--- src/rtl/axis_emitter.sv ---
// Frame scanner and AXI4-Stream master for the blender output stage.
// Define AXIS_EMITTER_FRAME_CNT_EN to add the frame_cnt output.
module axis_emitter #(
  parameter int C_PIXEL_WIDTH = 8,
  parameter int C_IMG_WBITS   = 12,
  parameter int C_IMG_HBITS   = 12
) (
  input  logic                     clk,
  input  logic                     resetn,
  input  logic                     start,
  input  logic [C_IMG_WBITS-1:0]   img_width,
  input  logic [C_IMG_HBITS-1:0]   img_height,
  output logic [C_IMG_WBITS-1:0]   col_idx,
  output logic [C_IMG_HBITS-1:0]   row_idx,
  input  logic                     s_pixel_valid,
  input  logic [C_PIXEL_WIDTH-1:0] s_pixel_data,
  output logic                     s_pixel_next,
  output logic                     m_axis_tvalid,
  output logic [C_PIXEL_WIDTH-1:0] m_axis_tdata,
  output logic                     m_axis_tuser,
  output logic                     m_axis_tlast,
  input  logic                     m_axis_tready,
  output logic                     busy,
`ifdef AXIS_EMITTER_FRAME_CNT_EN
  output logic                     frame_done,
  output logic [15:0]              frame_cnt
`else
  output logic                     frame_done
`endif
);

  typedef enum logic [1:0] {
    IDLE,
    RUN,
    FLUSH
  } state_t;

  localparam logic [C_IMG_WBITS-1:0] W_ONE = 1;
  localparam logic [C_IMG_HBITS-1:0] H_ONE = 1;

  state_t                 state;
  state_t                 state_nxt;
  logic [C_IMG_WBITS-1:0] width_q;
  logic [C_IMG_HBITS-1:0] height_q;
  logic                   last_col;
  logic                   last_row;
  logic                   accept;

  assign last_col = (col_idx == width_q - W_ONE);
  assign last_row = (row_idx == height_q - H_ONE);
  assign accept   = start && (|img_width) && (|img_height);
  assign busy     = (state != IDLE);

  always_ff @(posedge clk or negedge resetn) begin
    if (!resetn) state <= IDLE;
    else         state <= state_nxt;
  end

  always_comb begin
    state_nxt    = state;
    s_pixel_next = 1'b0;
    frame_done   = 1'b0;
    unique case (state)
      IDLE: begin
        if (accept) state_nxt = RUN;
      end
      RUN: begin
        s_pixel_next = s_pixel_valid &
                       (~m_axis_tvalid | m_axis_tready);
        if (s_pixel_next && last_col && last_row)
          state_nxt = FLUSH;
      end
      FLUSH: begin
        if (m_axis_tvalid && m_axis_tready) begin
          frame_done = 1'b1;
          state_nxt  = IDLE;
        end
      end
      default: state_nxt = IDLE;
    endcase
  end

  // Scan position; holds on the final pixel until it drains.
  always_ff @(posedge clk or negedge resetn) begin
    if (!resetn) begin
      width_q  <= '0;
      height_q <= '0;
      col_idx  <= '0;
      row_idx  <= '0;
    end else if (state == IDLE) begin
      if (accept) begin
        width_q  <= img_width;
        height_q <= img_height;
        col_idx  <= '0;
        row_idx  <= '0;
      end
    end else if (s_pixel_next) begin
      if (!last_col) begin
        col_idx <= col_idx + W_ONE;
      end else if (!last_row) begin
        col_idx <= '0;
        row_idx <= row_idx + H_ONE;
      end
    end else if (frame_done) begin
      col_idx <= '0;
      row_idx <= '0;
    end
  end

  always_ff @(posedge clk or negedge resetn) begin
    if (!resetn) begin
      m_axis_tvalid <= 1'b0;
      m_axis_tdata  <= '0;
      m_axis_tuser  <= 1'b0;
      m_axis_tlast  <= 1'b0;
    end else if (s_pixel_next) begin
      m_axis_tvalid <= 1'b1;
      m_axis_tdata  <= s_pixel_data;
      m_axis_tuser  <= (col_idx == '0) && (row_idx == '0);
      m_axis_tlast  <= last_col;
    end else if (m_axis_tvalid && m_axis_tready) begin
      m_axis_tvalid <= 1'b0;
    end
  end

`ifdef AXIS_EMITTER_FRAME_CNT_EN
  always_ff @(posedge clk or negedge resetn) begin
    if (!resetn)         frame_cnt <= '0;
    else if (frame_done) frame_cnt <= frame_cnt + 16'd1;
  end
`endif

endmodule
--- config.mk ---
export PLATFORM = sky130hd
export DESIGN_NAME = axis_emitter
export DESIGN_NICKNAME = d
export VERILOG_FILES = /design/src/rtl/axis_emitter.sv
export SDC_FILE = /design/constraint.sdc
export NUM_CORES = 1
export LEC_CHECK = 0
export ABC_AREA = 1
export CORE_MARGIN = 3
export CORE_UTILIZATION = 48
export DETAILED_ROUTE_END_ITERATION = 7
export GPL_TIMING_DRIVEN = 0
export PLACE_DENSITY = 0.77
export SKIP_LAST_GASP = 1
export SLEW_MARGIN = 25
export SYNTH_ARGS = -nofsm -noshare
export SYNTH_HDL_FRONTEND = slang
export SYNTH_SLANG_ARGS = --single-unit
export TNS_END_PERCENT = 100
--- constraint.sdc ---
create_clock -name clk -period 2.09 [get_ports clk]
set_input_delay 0.209 -clock clk [delete_from_list [all_inputs] [get_ports clk]]
set_output_delay 0.209 -clock clk [all_outputs]
set_load 0.02 [all_outputs]
==> results.json <==
{
  "grt_pass1_vias": 3874,
  "drive_above_1_share": 0.171,
  "final_cell_mix": "nand2_1 (155), clkdlybuf4s50_1 (72), nor2_1 (62)",
  "cts_tree": "built",
  "rr_startpoint": "height_q[0]",
  "dp_hpwl_um": 8360,
  "final_common_cell": "nand2_1",
  "cp.arrival_ns": 2.26,
  "syn_area_per_cell_um2": 7.19,
  "rr_worst_depth": 15,
  "power.leakage_nw": 2.58,
  "setup_viol_count_final": 0,
  "dieArea_mm2": 0.00960,
  "io-pin-count": 75,
  "finalMaxSlewViolations": 0,
  "fin_crit_sh": 0.971,
  "grt_overflow": 0,
  "rsz0062_at_grt": "yes",
  "antenna_left": 0,
  "htree_levels": 3,
  "synth_cells": 565,
  "die_x_um": 98,
  "cp_max_fo": 7,
  "cp-start-kind": "register",
  "drt-total-wl_um": 11200,
  "synthesis.area_mm2": 0.00406,
  "routedWlPerCell_um": 14.4,
  "timing.rr.end": "row_idx[8]",
  "drt_iter0_drc": 201,
  "diodes": 0,
  "maxSlewHeadroom": 0.672,
  "required_ns": 2.32,
  "synth_top_area_share": 0.376,
  "finalHoldViolations": 0,
  "ys_seq_area_frac": 0.376,
  "antenna_found_initial": 0,
  "n_fill_cell": 644,
  "rrSetupSlack_ns": 0.06,
  "initial_utilization": 0.510,
  "ir_drop_mv": 0.474,
  "gp_congestion": 0.937,
  "clock_latency_ns": 0.34,
  "cts-root-buf": "clkbuf_8",
  "crit_type": "register to register",
  "grt_pass1_wl_um": 18700,
  "cp-end-kind": "register",
  "worst_hold_slack_ns": 0.276,
  "syn_to_final_growth_pct": 34.9,
  "placement.io_buffers": 74,
  "path_clk_slew_ns": 0.07,
  "die_h_um": 98,
  "cts.path.max_buffers": 2,
  "p_per_area_mw_per_mm2": 831,
  "yosys.area.top_type": "dfrtp_1",
  "rows": 32,
  "syn-num-nets": 608,
  "worst_slew_pin_slew_ns": 0.492,
  "first_pass_iters": 4,
  "synth_cell_types": 38,
  "timing.fmax_mhz": 493,
  "coreArea_mm2": 0.00797,
  "ys_warn_count": 0,
  "via_count": 4144,
  "hold_path.class": "input pin to async pin",
  "vias_per_cell": 5.35,
  "outcome": "complete, no violations",
  "skew_ns": 0.00706,
  "synth-seq-cells": 61,
  "grt_use_total": 0.236,
  "drv_cap": 0,
  "fin_nets": 711,
  "cts_buffers": 9,
  "finalCriticalPeriod_ns": 2.03,
  "cts_sinks": 61,
  "synth.area.top_cells": "dfrtp_1 (38%), nand2_1 (16%), nor2_1 (6.2%)",
  "grt_max_degree": 47,
  "drc": 0,
  "fin_util": 0.688
}
## flip-flops by register name, indices dropped and copies added, names as in the netlist
name and flops:
col_idx 12, height_q 12, m_axis_tdata 8, m_axis_tlast 1
m_axis_tuser 1, m_axis_tvalid 1, row_idx 12, state 2
width_q 12
## cell usage after synthesis
| cell | count |
|---|---|
| nand2_1 | 168 |
| nor2_1 | 67 |
| dfrtp_1 | 61 |
| inv_1 | 54 |
| nand3_1 | 50 |
| nand4_1 | 22 |
| a21oi_1 | 21 |
| xor2_1 | 20 |
| nor4_1 | 11 |
| nor3_1 | 10 |
| clkbuf_1 | 9 |
| mux2_2 | 9 |
| nor2_2 | 7 |
| xnor2_1 | 7 |
| ha_1 | 6 |
| buf_2 | 4 |
| clkbuf_2 | 4 |
| o21ai_0 | 4 |
| buf_4 | 3 |
| nand3b_1 | 3 |
| inv_2 | 2 |
| nand2_2 | 2 |
| nor2_4 | 2 |
| o2111ai_1 | 2 |
| o21ai_1 | 2 |
| or2_2 | 2 |
| xnor3_1 | 2 |
| buf_1 | 1 |
| buf_6 | 1 |
| nand2_4 | 1 |
| nand3_2 | 1 |
| nand3_4 | 1 |
| nand4_4 | 1 |
| nor3_2 | 1 |
| o21a_1 | 1 |
| o31ai_1 | 1 |
| o41ai_1 | 1 |
| or4_1 | 1 |
## per-stage QoR
stage | setup TNS, ns | power (mW) | std cells | cell area [um2] | setup WS (ns)
floorplan | 0 | 2.67 | 565 | 4060 | 0.113
global placement | -76.46 | 3.16 | 741 | 4930 | -1.16
detailed placement | -7.55 | 3.21 | 742 | 4960 | -0.585
CTS | -0.00366 | 4.36 | 769 | 5280 | -0.00366
global route | -1.25 | 4.83 | 774 | 5480 | -0.0765
finish | 0 | 4.56 | 774 | 5480 | 0.0611
## cell families (layout without fill, tap and decap cells)
| family | after synthesis | count (layout) | share of synthesized area |
|---|---|---|---|
| simple gates | 350 | 350 | 0.389 |
| flops | 61 | 61 | 0.376 |
| fa+ha+maj | 6 | 6 | 0.0185 |
| compound gates | 32 | 32 | 0.0434 |
| mux | 9 | 9 | 0.0249 |
| xor+xnor | 29 | 29 | 0.0693 |
| buf+inv | 78 | 185 | 0.0791 |
## critical path, stage by stage, from the launching register on
cell and delay, ns:
dfrtp_1 0.41, inv_2 0.09, ha_4 0.16, nand2_4 0.07
nor2_4 0.10, buf_6 0.10, nand2_1 0.04, nand2_1 0.07
nand2_1 0.05, nand2_1 0.07, nand2_2 0.06, nor2_4 0.13
nand4_4 0.20, buf_2 0.23, nand4_1 0.09, nand2_1 0.06
## repair_timing
action,4_1_cts,5_1_grt
cloned,1,2
pin swaps,6,27
gates resized for setup,18,53
hold buffers,1,0
hold endpoints to repair,15,0
setup endpoints to repair,28,37
buffers inserted,10,5
## cell type report
cell class / instances / area (um2) / area share
Inverter: 56 / 213 / 0.0388
Timing Repair Buffer: 94 / 915 / 0.167
Tap cell: 102 / 128 / 0.0233
Multi-Input combinational cell: 426 / 2380 / 0.434
Buffer: 20 / 118 / 0.0215
Clock inverter: 4 / 47.5 / 0.00868
Clock buffer: 11 / 151 / 0.0276
Sequential cell: 61 / 1530 / 0.279
## worst max-delay path by stage
stage | from | end | slack, ns | cells after the start
final | height_q[0] | row_idx[8] | 0.06 | 15
after floorplan | width_q[0] | row_idx[3] | 0.11 | 14
after global placement | resetn | col_idx[11] | -1.16 | 1
after detailed placement | m_axis_tready | s_pixel_next | -0.58 | 9
after CTS | m_axis_tvalid | s_pixel_next | -0.004 | 7
after global routing | height_q[7] | col_idx[7] | -0.08 | 12
## per-layer routing
metal,routed length (um),global-route usage
met5,0,0
met4,211,0.0799
met3,735,0.0371
met2,5130,0.366
met1,5110,0.336
## power by group
part / switching (mW) / internal [mW] / leakage (nW)
combinational: 0.964 / 0.805 / 1.73
sequential: 0.297 / 1.42 / 0.755
clock: 0.468 / 0.605 / 0.101
total: 1.73 / 2.83 / 2.58
No activity file was read; power rests on OpenSTA's default activity.
